$ cat src/rtl/cpu_pkg.sv
// Shared ISA definitions: opcodes, ALU command encodings and instruction field positions.
package cpu_pkg;

    localparam int OP_MSB  = 31;
    localparam int OP_LSB  = 26;
    localparam int RS_MSB  = 25;
    localparam int RS_LSB  = 21;
    localparam int RT_MSB  = 20;
    localparam int RT_LSB  = 16;
    localparam int RD_MSB  = 15;
    localparam int RD_LSB  = 11;
    localparam int IMM_MSB = 15;
    localparam int IMM_LSB = 0;

    localparam logic [5:0] OP_NOP  = 6'd0;
    localparam logic [5:0] OP_ADD  = 6'd1;
    localparam logic [5:0] OP_SUB  = 6'd3;
    localparam logic [5:0] OP_AND  = 6'd5;
    localparam logic [5:0] OP_OR   = 6'd6;
    localparam logic [5:0] OP_NOR  = 6'd7;
    localparam logic [5:0] OP_XOR  = 6'd8;
    localparam logic [5:0] OP_SLA  = 6'd9;
    localparam logic [5:0] OP_SLL  = 6'd10;
    localparam logic [5:0] OP_SRA  = 6'd11;
    localparam logic [5:0] OP_SRL  = 6'd12;
    localparam logic [5:0] OP_ADDI = 6'd32;
    localparam logic [5:0] OP_SUBI = 6'd33;
    localparam logic [5:0] OP_LD   = 6'd36;
    localparam logic [5:0] OP_ST   = 6'd37;
    localparam logic [5:0] OP_BEZ  = 6'd40;
    localparam logic [5:0] OP_BNE  = 6'd41;
    localparam logic [5:0] OP_JMP  = 6'd42;

    localparam logic [3:0] ALU_ADD = 4'b0000;
    localparam logic [3:0] ALU_SUB = 4'b0010;
    localparam logic [3:0] ALU_AND = 4'b0100;
    localparam logic [3:0] ALU_OR  = 4'b0101;
    localparam logic [3:0] ALU_NOR = 4'b0110;
    localparam logic [3:0] ALU_XOR = 4'b0111;
    localparam logic [3:0] ALU_SLL = 4'b1000;
    localparam logic [3:0] ALU_SRA = 4'b1001;
    localparam logic [3:0] ALU_SRL = 4'b1010;

endpackage

$ cat src/rtl/id_stage_register_file.sv
// 32x32 register file, two combinational read ports, one write port; r0 is hardwired to zero.
// Optional same-cycle write-through on the read ports when REGFILE_BYPASS_EN is defined.
module register_file
    import cpu_pkg::*;
(
    input  logic        clk,
    input  logic        rst,
    input  logic [4:0]  raddr1_i,
    input  logic [4:0]  raddr2_i,
    output logic [31:0] rdata1_o,
    output logic [31:0] rdata2_o,
    input  logic        we_i,
    input  logic [4:0]  waddr_i,
    input  logic [31:0] wdata_i
);

    logic [31:0] mem_q [32];

    always_ff @(posedge clk or posedge rst) begin
        if (rst) begin
            for (int i = 0; i < 32; i++) mem_q[i] <= '0;
        end else if (we_i && (waddr_i != 5'd0)) begin
            mem_q[waddr_i] <= wdata_i;
        end
    end

    always_comb begin
        rdata1_o = (raddr1_i == 5'd0) ? 32'd0 : mem_q[raddr1_i];
        rdata2_o = (raddr2_i == 5'd0) ? 32'd0 : mem_q[raddr2_i];
`ifdef REGFILE_BYPASS_EN
        if (we_i && (waddr_i != 5'd0) && (waddr_i == raddr1_i)) rdata1_o = wdata_i;
        if (we_i && (waddr_i != 5'd0) && (waddr_i == raddr2_i)) rdata2_o = wdata_i;
`endif
    end

endmodule

$ cat src/rtl/id_stage.sv
// Instruction decode stage: IF/ID register, opcode decode, load-use stall and branch resolution.
// Register file write-through is selected by the REGFILE_BYPASS_EN macro.
module id_stage
    import cpu_pkg::*;
(
    input  logic        clk,
    input  logic        rst,
    input  logic [31:0] if_pc,
    input  logic [31:0] if_instr,
    input  logic        wb_en,
    input  logic [4:0]  wb_dest,
    input  logic [31:0] wb_data,
    input  logic        ex_mem_read,
    input  logic [4:0]  ex_dest,
    output logic        if_freeze,
    output logic        br_taken,
    output logic [31:0] br_addr,
    output logic [31:0] id_pc,
    output logic [31:0] id_val1,
    output logic [31:0] id_val2,
    output logic [31:0] id_st_val,
    output logic [4:0]  id_src1,
    output logic [4:0]  id_src2,
    output logic [4:0]  id_dest,
    output logic [3:0]  id_alu_cmd,
    output logic        id_mem_read,
    output logic        id_mem_write,
    output logic        id_wb_en
);

    logic [31:0] pc_q, pc_d;
    logic [31:0] instr_q, instr_d;

    logic [5:0]         op;
    logic [4:0]         rs, rt, rd;
    logic signed [31:0] imm_sext;
    logic [31:0]        rs_val, rt_val;

    logic       use_rs, use_rt, use_imm, dest_rd, dest_rt;
    logic       mem_rd, mem_wr, wb, br_cond;
    logic [3:0] alu;
    logic       stall;

    assign op       = instr_q[OP_MSB:OP_LSB];
    assign rs       = instr_q[RS_MSB:RS_LSB];
    assign rt       = instr_q[RT_MSB:RT_LSB];
    assign rd       = instr_q[RD_MSB:RD_LSB];
    assign imm_sext = {{16{instr_q[IMM_MSB]}}, instr_q[IMM_MSB:IMM_LSB]};

    register_file u_rf (
        .clk      (clk),
        .rst      (rst),
        .raddr1_i (rs),
        .raddr2_i (rt),
        .rdata1_o (rs_val),
        .rdata2_o (rt_val),
        .we_i     (wb_en),
        .waddr_i  (wb_dest),
        .wdata_i  (wb_data)
    );

    always_comb begin
        use_rs  = 1'b0;
        use_rt  = 1'b0;
        use_imm = 1'b0;
        dest_rd = 1'b0;
        dest_rt = 1'b0;
        mem_rd  = 1'b0;
        mem_wr  = 1'b0;
        wb      = 1'b0;
        br_cond = 1'b0;
        alu     = ALU_ADD;
        case (op)
            OP_ADD, OP_SUB, OP_AND, OP_OR, OP_NOR, OP_XOR,
            OP_SLA, OP_SLL, OP_SRA, OP_SRL: begin
                use_rs  = 1'b1;
                use_rt  = 1'b1;
                dest_rd = 1'b1;
                wb      = 1'b1;
                case (op)
                    OP_SUB:         alu = ALU_SUB;
                    OP_AND:         alu = ALU_AND;
                    OP_OR:          alu = ALU_OR;
                    OP_NOR:         alu = ALU_NOR;
                    OP_XOR:         alu = ALU_XOR;
                    OP_SLA, OP_SLL: alu = ALU_SLL;
                    OP_SRA:         alu = ALU_SRA;
                    OP_SRL:         alu = ALU_SRL;
                    default:        alu = ALU_ADD;
                endcase
            end
            OP_ADDI, OP_SUBI, OP_LD: begin
                use_rs  = 1'b1;
                use_imm = 1'b1;
                dest_rt = 1'b1;
                wb      = 1'b1;
                mem_rd  = (op == OP_LD);
                alu     = (op == OP_SUBI) ? ALU_SUB : ALU_ADD;
            end
            OP_ST: begin
                use_rs  = 1'b1;
                use_rt  = 1'b1;
                use_imm = 1'b1;
                mem_wr  = 1'b1;
            end
            OP_BEZ: begin
                use_rs  = 1'b1;
                br_cond = (rs_val == 32'd0);
            end
            OP_BNE: begin
                use_rs  = 1'b1;
                use_rt  = 1'b1;
                br_cond = (rs_val != rt_val);
            end
            OP_JMP:  br_cond = 1'b1;
            default: ;
        endcase
    end

    // Only sources the instruction actually reads can create a load-use hazard.
    assign stall = ex_mem_read && (ex_dest != 5'd0) &&
                   ((use_rs && (ex_dest == rs)) || (use_rt && (ex_dest == rt)));

    assign if_freeze    = stall;
    assign br_taken     = br_cond && !stall;
    assign br_addr      = pc_q + 32'd4 + {imm_sext[29:0], 2'b00};
    assign id_pc        = pc_q + 32'd4;
    assign id_val1      = use_rs ? rs_val : 32'd0;
    assign id_val2      = use_imm ? imm_sext : (use_rt ? rt_val : 32'd0);
    assign id_st_val    = mem_wr ? rt_val : 32'd0;
    assign id_src1      = use_rs ? rs : 5'd0;
    assign id_src2      = use_rt ? rt : 5'd0;
    assign id_dest      = dest_rd ? rd : (dest_rt ? rt : 5'd0);
    assign id_alu_cmd   = alu;
    assign id_mem_read  = mem_rd && !stall;
    assign id_mem_write = mem_wr && !stall;
    assign id_wb_en     = wb && !stall;

    // IF/ID: hold on stall, squash the wrong-path fetch on a taken branch.
    always_comb begin
        pc_d    = pc_q;
        instr_d = instr_q;
        if (!stall) begin
            pc_d    = if_pc;
            instr_d = br_taken ? 32'd0 : if_instr;
        end
    end

    always_ff @(posedge clk or posedge rst) begin
        if (rst) begin
            pc_q    <= '0;
            instr_q <= '0;
        end else begin
            pc_q    <= pc_d;
            instr_q <= instr_d;
        end
    end

endmodule
$ cat config.mk
export PLATFORM = sky130hd
export DESIGN_NAME = id_stage
export DESIGN_NICKNAME = d
export VERILOG_FILES = /design/src/rtl/cpu_pkg.sv /design/src/rtl/id_stage_register_file.sv /design/src/rtl/id_stage.sv
export SDC_FILE = /design/constraint.sdc
export NUM_CORES = 2
export LEC_CHECK = 0
export BUFFER_PORTS_ARGS = -buffer_cell sky130_fd_sc_hd__buf_2
export CORE_MARGIN = 1.5
export CORE_UTILIZATION = 60
export CTS_CLUSTER_DIAMETER = 40
export DETAILED_ROUTE_END_ITERATION = 8
export PLACE_DENSITY = 0.82
export SYNTH_ARGS = -nofsm -noshare
export SYNTH_HDL_FRONTEND = slang
export SYNTH_SLANG_ARGS = --single-unit
$ cat constraint.sdc
create_clock -name clk -period 75.8 [get_ports clk]
set_input_delay 3.79 -clock clk [delete_from_list [all_inputs] [get_ports clk]]
set_output_delay 3.79 -clock clk [all_outputs]
set_load 0.005 [all_outputs]
Word level (Yosys, flattened, before mapping). Memories as Yosys holds them, arrays and structs flattened. Index checks and enable logic that the tools add are counted.

Register bits after elaboration: 1088. ROM bits: 64. Input bits: 110. Output and inout bits: 184. Memories kept: 1.

Memories: (no name shown) (depth 16, bits a word 4, rd ports 1, clocked after Yosys merged registers in 0, wr ports 0, line id_stage.sv:80) `case (op)`.

Add/subtract/negate cells: 2. Order comparisons: 4. Equal/unequal tests: 20. Muxes and demuxes: 32. Bitwise operators: 3. Reductions and logical operators: 24.

Operators by type and width (number): $bwmux 1024 (1); $mux 32 (12); $bmux 32 s5 (2); $demux 32 s5 (1); $eq 6x6->1 const B (7); $add 32x3->32 const B (1); $add 32x32->32 (1); $logic_not 32->1 (1); $ne 32x32->1 (1); $eq 6x4->1 const B (5); $mux 5 (4); $eq 6x3->1 const B (3); $ge 6x6->1 const B (3); $not 5->6 (3); $reduce_or 16->1 (1); $reduce_or 13->1 (1); $reduce_or 12->1 (1); $eq 5x5->1 (2); $logic_and 1x1->1 (10); $logic_not 5->1 (2); $reduce_bool 5->1 (2); $reduce_or 10->1 (1); $mux 1 (8); $pmux 4 s2 (1); other kinds (11) (11).

Depth between registers and ports, before layout.
Depth in word-level cells: 9. Depth in mapped cells: 18. Depth with buffers taken out: 17.

Modules after synthesis. Synthesis repeated with hierarchy kept, for this count alone.

Cell total of the unflattened synthesis: 4433. Area, all modules: 61213.7 um^2.

Modules (own cells, without submodules): register_file (times used 1, cells each 3614, area an instance 54915.2 um^2); id_stage (times used 1, cells each 819, area an instance 6298.5 um^2).

Worst setup path after synthesis. OpenSTA, ideal clock, no wires.

Path type: input-to-output. From: in ex_dest[1]. To: out id_mem_read. Data arrival time: 5398 ps. Required time: 72010 ps. Slack: 66612 ps. Stages: 5. Cell sequence: or4_1 o221ai_2 clkinv_1 clkbuf_1 nor4b_1.

Longest elaborated chain between the ends: 6. Elaborated cells between the ends (all ways): 10.

Ends and longest elaborated chain: from (decl) (line id_stage.sv:14) `input logic [4:0] ex_dest,`; $eq 5x5->1 (line id_stage.sv:122) `((use_rs && (ex_dest == rs)) || (use_rt && (ex_dest == rt)));`; $logic_and 1x1->1 (line id_stage.sv:122); $logic_or 1x1->1 (line id_stage.sv:122); $logic_and 1x1->1 * (line id_stage.sv:121) `assign stall = ex_mem_read && (ex_dest != 5'd0) &&`; $logic_not 1->1 *; $logic_and 1x1->1 * (line id_stage.sv:135) `assign id_mem_read = mem_rd && !stall;`; to (decl) (line id_stage.sv:26) `output logic id_mem_read,`.

Every way passes the cells marked *; elsewhere a longest branch is shown, timed or not.

Worst setup path in the final report.
From: reg instr_q[16]. To: out br_taken.

Longest elaborated chain between the ends: 8. Elaborated cells between the ends (all ways): 14.

Ends and longest elaborated chain: from (decl) (line id_stage.sv:32) `logic [31:0] instr_q, instr_d;`; from (signal assigned) (line id_stage.sv:155) `instr_q <= instr_d;`; $not 5->6 (not written as such) (line id_stage_register_file.sv:29) `rdata2_o = (raddr2_i == 5'd0) ? 32'd0 : mem_q[raddr2_i];`; $bmux 32 s5 (line id_stage_register_file.sv:29); $mux 32 (not written as such) (2 in a row) (line id_stage_register_file.sv:29); $mux 32 (line id_stage_register_file.sv:29); $ne 32x32->1 (line id_stage.sv:113) `br_cond = (rs_val != rt_val);`; $pmux 1 s3 (line id_stage.sv:73) `case (op)`; $logic_and 1x1->1 * (line id_stage.sv:125) `assign br_taken = br_cond && !stall;`; to (decl) (line id_stage.sv:16) `output logic br_taken,`.

Every way passes the cells marked *; elsewhere a longest branch is shown, timed or not. The select of a mux whose other input is x is not followed.

==> results.toml <==
[place]
gp_congestion = 0.9764
port-buffer-count = 293
dp_hpwl_um = 112900

[worst_hold_path]
min_path_type = "reg2reg"
worstHoldStart = "u_rf.mem_q[1016]"

[cts]
htree_num_levels = 4
cts_max_path_buffers = 3
numCtsBuffers = 139
clock_latency_ns = 0.76
cts_root_buf = "clkbuf_16"
ctsResizeCount = 0
holdBufCountCts = 0
post_cts_buffers = 0
cts_tree = "built"
clk_pin_slew_ns = 0.05
clock_sinks = 1088

[synth]
yosysMostFrequentCell = "dfrtp_1"
syn-num-nets = 4408
synth_common_cells = "dfrtp_1 (1088), mux2_2 (1028), mux4_2 (473)"
syn_avg_cell_area_um2 = 14.10
synth_edf_count = 0
ys_types = 67
synth_seq_cells = 1088
async_flop_share_pct = 100.0
synth_flop_cell = "dfrtp_1"
yosysTopAreaCellShare_pct = 45.29
synth_area_um2 = 60110
yosys-top-cells-area = "dfrtp_1 (45%), mux2_2 (19%), mux4_2 (18%), mux2i_1 (2.6%), nand2_1 (1.8%)"
ys_seq_area_share_pct = 45.29
syn-instance-count = 4262
synth.largest_area_cell = "dfrtp_1"
synth_warnings = 0

[worst_setup_path]
startpoint_type = "flip-flop"
slowest_stage = "buf_4"
worstPathCellList = "buf_12 > buf_4 > buf_4 > mux4_2 > mux2i_1 > a22oi_1 > nand3_1 > xnor2_1 > nand4_1 > nor4_1 > nand2_1 > a21oi_1 > o22ai_1 > buf_2"
timing.critical_path.from = "instr_q[16]"
critPathMaxFanout = 95
cp.arrival_ns = 6.79
crit_path_end_kind = "primary output"
rr_startpoint = "instr_q[16]"
cpPeakStageDelay_ns = 0.85
crit_top_cell = "buf_4"
cp.required_ns = 72.01
crit_type = "reg2out"

[pwr]
irDropWorstVdd_mv = 0.02232
p_leak_nw = 29.52
power_density_nw_per_um2 = 28.06

[timing]
setup_viol = 0
skew_ns = 0.03633
period_needed_ns = 10.58
rsz0062_at_grt = "false"
slew_headroom_pct = 0.3274
worstMarginPinSlew_ns = 1.479
slew_viol_final = 0
hold_viol = 0
period_share_pct = 13.96
fmaxAchievable_mhz = 94.51
setup_tns_ns = 0

[floorplan]
die_width_um = 319.5
core_um2 = 98850
start_util_pct = 60.81
die_h_um = 319.5
dieArea_um2 = 102100
ios = 294
rows = 115

[grt]
use_met2_pct = 55.85
use_met3_pct = 13.33
grtUsageMet1_pct = 47.95
antenna_found_initial = 23
grt-busiest-layer = "met2"
grt_max_degree = 187
gr-total-overflow = 0
grt_pass1_vias = 42850
grt_pass1_wl_um = 282300
grt.total_usage_pct = 37.74

[route]
drc = 0
dr_total_vias = 42260
drt_iter0_drc = 5412
ant_nets = 0
drtPass1Iterations = 8
drt-wirelength-per-cell_um = 33.25
routed_wl_um = 191300
via_per_inst = 7.346

[layout]
fin_util_pct = 67.55
nNetsFinal = 4483
area_delta_synth_final_pct = 11.08
drive_gt1_share_pct = 49.16

[outcome]
status = "complete, but fails checks"
violations = "max-capacitance violations"

[flow_run]
cap_violations = 1
==> worst max-delay path: cells and delay by family (launching register included) <==
family / cells / cell delay [ns]
compound gates: 3 / 0.53
xor+xnor: 1 / 0.17
buf+inv: 4 / 2.45
flops: 1 / 0.63
mux: 2 / 0.79
simple gates: 4 / 1.37
==> flip-flops by register name (all words and copies together) (netlist names) <==
| name | count |
|---|---|
| u_rf.mem_q | 1024 |
| instr_q | 32 |
| pc_q | 32 |
==> path summary, 6_finish.rpt <==
check	endpoint	slack [ns]	depth (start not counted)
setup / recovery	br_taken	65.22	14
hold / removal	u_rf.mem_q[1016]	0.37	0
setup reg to reg	instr_q[22]	69.07	13
hold reg to reg	u_rf.mem_q[1016]	0.37	0
max in group asynchronous	u_rf.mem_q[131]	68.50	6
min in group asynchronous	u_rf.mem_q[65]	3.15	2
==> logic make-up (layout without fill, tap and decap cells) <==
group	after synthesis	after routing	share of synthesized area, %
multiplexers	1664	1664	39.88
flip-flops	1088	1088	45.29
AND/OR/NAND/NOR	559	559	4.097
buffers and inverters	459	646	4.142
AO/OA/AOI/OAI	360	360	4.421
XOR/XNOR	96	96	1.399
adder cells (fa/ha/maj)	36	36	0.7619
other	0	17	0
==> layout by cell type, fill, tap and decap left out, drive strengths merged, types with 5 or more instances in the layout <==
master    netlist  routed
dfrtp        1088    1088
mux2         1028    1028
mux4          480     480
buf           205     380
nand2         288     288
clkbuf        240     180
mux2i         156     156
nor2          112     112
xnor2          70      70
a22oi          60      60
nand3          50      50
a21oi          40      40
a211oi         39      39
a22o           36      36
ha             35      35
o22ai          34      34
o2111ai        33      33
o21ai          31      31
a2bb2oi        28      28
xor2           26      26
clkinv          1      25
inv            12      25
nand4          20      20
bufinv          0      20
o31ai          18      18
diode           0      17
nor3           17      17
clkinvlp        0      16
nor2b          12      12
and3           11      11
a21o           11      11
nand2b          9       9
and2            9       9
o21bai          8       8
nand3b          7       7
or2             6       6
nor4            6       6
o21a            5       5
==> power by group <==
part	switching, mW	internal, mW	leakage [nW]
Clock	0.270	0.440	2.40
Sequential	0.0871	0.687	13.9
Combinational	0.172	0.218	13.3
Total	0.529	1.34	29.5
==> area by class of cell <==
type | instances | area [um^2]
well taps | 1287 | 1610
diodes | 17 | 42.54
fillers | 6527 | 32080
inverters | 13 | 56.30
repair buffers | 380 | 2207
clock buffers | 180 | 3950
multi-input cells | 2715 | 30610
clock inverters | 73 | 1039
flip-flops and latches | 1088 | 27260
==> layer usage <==
layer / wire, um / vias up / part of all wire [%]
met4: 12520 / 14 / 6.5
met5: 101 / - / 0.053
li1: - / 16350 / -
met1: 67250 / 21870 / 35
met2: 86410 / 3209 / 45
met3: 24990 / 819 / 13
==> metrics by stage <==
stage / worst slack, ns / hold slack, ns / instances / instance area [um^2] / power [mW]
5_1_grt: 64.91 / 0.3823 / 5740 / 66740 / 1.932
2_1_floorplan: 41.38 / 0.4246 / 4262 / 60110 / 1.050
4_1_cts: 65.28 / 0.3748 / 5736 / 66730 / 1.864
6_report: 65.22 / 0.3744 / 5753 / 66770 / 1.874
3_5_place_dp: 65.91 / 0.3632 / 5483 / 61740 / 1.155
3_3_place_gp: 65.88 / 0.3604 / 5483 / 61740 / 1.133
Note: power is estimated with default switching activity, not from simulation.
